### config.mk
export PLATFORM = sky130hd
export DESIGN_NAME = sync_fifo
export DESIGN_NICKNAME = d
export VERILOG_FILES = /design/src/rtl/fifo_pkg.sv /design/src/rtl/fifo_ram.sv /design/src/rtl/sync_fifo.sv
export SDC_FILE = /design/constraint.sdc
export NUM_CORES = 1
export LEC_CHECK = 0
export ABC_AREA = 1
export BUFFER_PORTS_ARGS = -buffer_cell sky130_fd_sc_hd__buf_2
export CORE_UTILIZATION = 30
export CTS_BUF_LIST = sky130_fd_sc_hd__clkbuf_8
export DETAILED_ROUTE_END_ITERATION = 8
export SLEW_MARGIN = 20
export SYNTH_ARGS = -nofsm -noshare
export SYNTH_HDL_FRONTEND = slang
export SYNTH_HIERARCHICAL = 1
export SYNTH_SLANG_ARGS = --single-unit
### constraint.sdc
create_clock -name clock -period 3.15 [get_ports clock]
set_input_delay 0.1575 -clock clock [delete_from_list [all_inputs] [get_ports clock]]
set_output_delay 0.1575 -clock clock [all_outputs]
set_load 0.05 [all_outputs]
### src/rtl/fifo_pkg.sv
// Shared defaults for the synchronous FIFO and a helper that sizes fill_count.
package fifo_pkg;
  localparam int DEF_DATA_WIDTH = 32;
  localparam int DEF_FIFO_SIZE  = 8;
  localparam int DEF_SIZE_BITS  = 3;

  // fill_count must represent 0..2**sb inclusive, hence one extra bit
  function automatic int fill_w(input int sb);
    return sb + 1;
  endfunction

  localparam int DEF_FILL_W = fill_w(DEF_SIZE_BITS);
endpackage

### src/rtl/fifo_ram.sv
// Simple dual-port storage: one clocked write port, one asynchronous read port.
module fifo_ram #(
  parameter int DATA_WIDTH = 32,
  parameter int ADDR_BITS  = 3
) (
  input  logic                  clock,
  input  logic                  wr_en,
  input  logic [ADDR_BITS-1:0]  wr_addr,
  input  logic [DATA_WIDTH-1:0] wr_data,
  input  logic [ADDR_BITS-1:0]  rd_addr,
  output logic [DATA_WIDTH-1:0] rd_data
);
  localparam int DEPTH = 1 << ADDR_BITS;

  logic [DATA_WIDTH-1:0] mem [DEPTH];

  // write port; contents are never reset, the control logic discards them
  always_ff @(posedge clock) begin
    if (wr_en) mem[wr_addr] <= wr_data;
  end

  assign rd_data = mem[rd_addr];
endmodule

### src/rtl/sync_fifo.sv
// Synchronous FIFO control: pointers, fill count, registered flags, sticky errors.
// Define SYNC_FIFO_FWFT_EN for first-word fall-through output; default is
// standard mode where q updates only on an accepted read.
module sync_fifo
  import fifo_pkg::*;
#(
  parameter int DATA_WIDTH         = DEF_DATA_WIDTH,
  parameter int FIFO_SIZE          = DEF_FIFO_SIZE,
  parameter int SIZE_BITS          = DEF_SIZE_BITS,
  parameter int ALMOST_FULL_LEVEL  = 6,
  parameter int ALMOST_EMPTY_LEVEL = 2
) (
  input  logic                  clock,
  input  logic                  reset,
  input  logic [DATA_WIDTH-1:0] data,
  input  logic                  write_enable,
  input  logic                  read_enable,
  output logic [DATA_WIDTH-1:0] q,
  output logic                  fifo_full,
  output logic                  fifo_empty,
  output logic                  almost_full,
  output logic                  almost_empty,
  output logic [SIZE_BITS:0]    fill_count,
  output logic                  overflow,
  output logic                  underflow
);
  localparam int CW = fill_w(SIZE_BITS);
  localparam logic [CW-1:0] FULL_CNT = CW'(FIFO_SIZE);
  localparam logic [CW-1:0] AF_LVL   = CW'(ALMOST_FULL_LEVEL);
  localparam logic [CW-1:0] AE_LVL   = CW'(ALMOST_EMPTY_LEVEL);

  logic [SIZE_BITS-1:0]  wr_ptr, rd_ptr, rd_ptr_nxt, rd_addr;
  logic [DATA_WIDTH-1:0] rd_data, q_nxt;
  logic [CW-1:0]         fill_nxt;
  logic                  rd_acc, wr_acc;

  fifo_ram #(.DATA_WIDTH(DATA_WIDTH), .ADDR_BITS(SIZE_BITS)) u_ram (
    .clock   (clock),
    .wr_en   (wr_acc),
    .wr_addr (wr_ptr),
    .wr_data (data),
    .rd_addr (rd_addr),
    .rd_data (rd_data)
  );

  // acceptance, next fill level and next output word
  always_comb begin
    rd_acc     = read_enable && !fifo_empty;
    wr_acc     = write_enable && (!fifo_full || rd_acc);
    rd_ptr_nxt = rd_acc ? rd_ptr + SIZE_BITS'(1) : rd_ptr;
    fill_nxt   = fill_count;
    case ({wr_acc, rd_acc})
      2'b10:   fill_nxt = fill_count + CW'(1);
      2'b01:   fill_nxt = fill_count - CW'(1);
      default: fill_nxt = fill_count;
    endcase
`ifdef SYNC_FIFO_FWFT_EN
    // look ahead at the head after this edge; bypass the write when the
    // new head is the slot being written right now
    rd_addr = rd_ptr_nxt;
    q_nxt   = q;
    if (fill_nxt != '0)
      q_nxt = (wr_acc && rd_ptr_nxt == wr_ptr) ? data : rd_data;
`else
    rd_addr = rd_ptr;
    q_nxt   = rd_acc ? rd_data : q;
`endif
  end

  // state update; flags derive from the next fill level so they track fill_count
  always_ff @(posedge clock or negedge reset) begin
    if (!reset) begin
      wr_ptr       <= '0;
      rd_ptr       <= '0;
      fill_count   <= '0;
      q            <= '0;
      fifo_full    <= 1'b0;
      fifo_empty   <= 1'b1;
      almost_full  <= 1'b0;
      almost_empty <= 1'b1;
      overflow     <= 1'b0;
      underflow    <= 1'b0;
    end else begin
      if (wr_acc) wr_ptr <= wr_ptr + SIZE_BITS'(1);
      rd_ptr       <= rd_ptr_nxt;
      fill_count   <= fill_nxt;
      q            <= q_nxt;
      fifo_full    <= (fill_nxt == FULL_CNT);
      fifo_empty   <= (fill_nxt == '0);
      almost_full  <= (fill_nxt >= AF_LVL);
      almost_empty <= (fill_nxt <= AE_LVL);
      if (write_enable && !wr_acc) overflow  <= 1'b1;
      if (read_enable && !rd_acc)  underflow <= 1'b1;
    end
  end
endmodule

==> impl_results.md <==
* Initial antenna violation count at 0
* Most frequent cell after synthesis: nand2_1
* Pins over their slew limit at 0
* Relative slew margins at 42.9%
* Sequential share of power at about two fifths
* Synth top area cells: edfxtp_1 58%, nand2_1 15%, dfrtp_1 8.7%
* Clk_lat worst skew at 0.59 ns
* I/O pin count at 78
* Nets at 1,511
* Clk pin slew, worst setup/hold paths at 0.06 ns
* Flop2flop setup slack at slightly above 0.7 ns
* Hold Vio Cnt, Final at 0
* PwrDens at 911 nW/µm²
* Initial DRC count at 605
* Crit path launch type: register
* Drt first pass iters at 5
* CTS sink count at 304
* RR Startpoint: fifo_empty$_DFF_PN1_
* GRT Residual Overflow at 0
* TNS Setup at 0 ns
* Max Root-Sink Buffers at 3
* PostCTS Resize Cnt at 0
* H-Tree Depth at 2
* Critical Path Sink: u_ram/mem[7][4]$_DFFE_PP_
* Initial Util at between 30 and 40%
* Max_cap viols at 0
* Rows at 76
* Worst-path maximum fanout at 21
* Unrepaired setup endpoints after global routing: false
* Clock power share at between 20% and 30%
* Ys flop type: edfxtp_1
* ANT nets after route at 0
* Port buffer count at 77
* Avg Cell Area, Syn at approximately 9.9 µm²
* Power Total at 14.2 mW
* Critical Path AT at 2.71 ns
* Root buffer cell: clkbuf_8
* Die X at 212 µm
* Post-Syn Nets at 1,381
* Vias in the first global route at 8,815
* Full die area at 44,900 µm²
* Synth cell types at 30
* Die height at 212 µm
* TritonCTS Buffers at 50
* Ys Warns at 6
* Sw Pwr at 5.88 mW
* VDD IR max at about 0.57 mV
* Finish-stage setup viols at 0
* Mapped Cells at 1,340
* Status: complete, no violations
* P_int at 8.37 mW
* R2R cell count at 8
* DRT Wirelength at between 20,000 and 30,000 µm
* Synth cell count leaders: 538 x nand2_1, 268 x inv_1, 256 x edfxtp_1
* Seq/Total Area, Yosys at just under 70%
* Post-synth EDFFs at 256
* Fmax at 411 MHz
* First-pass GRT wire length at 47,100 µm
* Synth area leader: edfxtp_1
* Total GRT Usage at a little over an eighth
* Slew @ Worst Pin at 0.857 ns
* Sw frac at 41.2%
* Post-route DRC violation count at 0
* Pleak at 7.31 nW
* Final period util at 77.3%
* RD Place Congestion at 0.800
* Ys async rst share at between 15 and 20%
* Clk_skew at 0.0250 ns
* Core area at 43,300 µm²
* Worst path required time at ~3.4 ns
* Crit Path Category: reg2reg
* Crit end category: register
* Vias post-DR at 8,877
* Layout cells sized above 1 at between 10% and 20%
* Detailed-route wire length per cell at 14.2 µm
* Largest net degree at the start of global routing at 76
* Area growth from synthesis to layout at 18.2%
* Power share of the combinational group at 38.8%
* Post-synth top area share at roughly three fifths
* Post CTS Setup Buffer Count at 0
* Post-synthesis instance area at around 13,000 µm²
* Hpwl dp at around 18,000 µm
* Via density at around 4.2
* Hold_ws at 0.126 ns
* Hold Crit Class: in2async
* Critical path origin: fifo_empty$_DFF_PN1_
* R2r endpoint: u_ram/mem[7][4]$_DFFE_PP_
* CTS tree: yes
* Min cycle time layout at 2.43 ns
* #FFs+latches synth at 304
* Hold_buf cts at 35
## sequential cells by signal (all words and copies together) (netlist names)
register	flops
u_ram/mem	256
q	32
fill_count	4
rd_addr	3
wr_ptr	3
almost_empty	1
almost_full	1
fifo_empty	1
fifo_full	1
overflow	1
underflow	1
## through the flow
stage / cells / cell area [µm²] / setup slack, ns / utilization [%]
2_1_floorplan: 1340 / 13200 / 0.303 / -
3_3_place_gp: 1968 / 14300 / 0.750 / 33.1
3_5_place_dp: 1968 / 14300 / 0.655 / 33.1
4_1_cts: 2096 / 15600 / 0.643 / 36.1
5_1_grt: 2096 / 15600 / 0.492 / 36.1
6_report: 2097 / 15600 / 0.715 / 36.1
## power groups by stage
stage	clock network, mW	logic, mW	registers, mW
after detailed placement	0	5.56	5.59
after global routing	3.48	6.17	5.60
after CTS	3.32	5.61	5.52
final	3.21	5.52	5.51
after global placement	0	5.48	5.57
after floorplan	0	3.22	6.45
## cells in the final DEF (no fill, tap or decap), drive strengths merged
cell type	count
o211ai	1
dlygate4sd3	35
or2	1
buf	97
clkinv	25
a21o	1
dfrtp	46
clkinvlp	2
ha	5
a21oi	2
o21ai	2
nand3	134
dfstp	2
xnor2	5
clkbuf	57
inv	284
nor2	14
diode	1
nand2	540
xor2	1
a31o	1
edfxtp	256
## cell families after synthesis
logic type,Yosys count,share of synthesized area (%)
AO/OA/AOI/OAI,7,0.388
flip-flops,304,67.2
XOR/XNOR,6,0.397
adder cells (fa/ha/maj),5,0.473
buffers and inverters,329,10.4
AND/OR/NAND/NOR,689,21.2
## critical path: stages, from the launching register on
cell and delay, ns:
dfstp_2 0.40, nor2_8 0.38, inv_4 0.05, nand2_2 0.07, nand2_2 0.10, inv_2 0.10, nand2_1 0.23, nor2_4 0.51
buf_12 0.26
## routing by layer
| metal | up-vias | GRT usage [%] | part of all wire, % | wire, µm |
|---|---|---|---|---|
| li1 | 4412 | - | - | - |
| met1 | 4208 | 17.6 | 46 | 13600 |
| met2 | 206 | 22.9 | 47 | 14100 |
| met3 | 51 | 2.54 | 4.7 | 1400 |
| met4 | 0 | 4.25 | 2.1 | 623 |
| met5 | - | 0 | 0 | 0 |
## final cells by class
class | count | area [µm²]
Sequential cell | 304 | 8900
Inverter | 275 | 1040
Multi-Input combinational cell | 707 | 3030
Antenna cell | 1 | 2.50
Clock buffer | 57 | 785
Tap cell | 585 | 732
Clock inverter | 36 | 160
Fill cell | 4312 | 27600
Timing Repair Buffer | 132 | 998
## worst min-delay path by stage
stage / from / to / slack (ns) / cells after the start
final: reset / q[26]$_DFFE_PN0P_ / 0.13 / 2
after global routing: reset / q[26]$_DFFE_PN0P_ / 0.15 / 2
after CTS: reset / q[31]$_DFFE_PN0P_ / 0.13 / 2
after detailed placement: reset / q[26]$_DFFE_PN0P_ / 0.22 / 1
after global placement: reset / q[26]$_DFFE_PN0P_ / 0.21 / 1
after floorplan: reset / almost_full$_DFF_PN0_ / -0.14 / 0
Power figures use the tool's default switching activity.
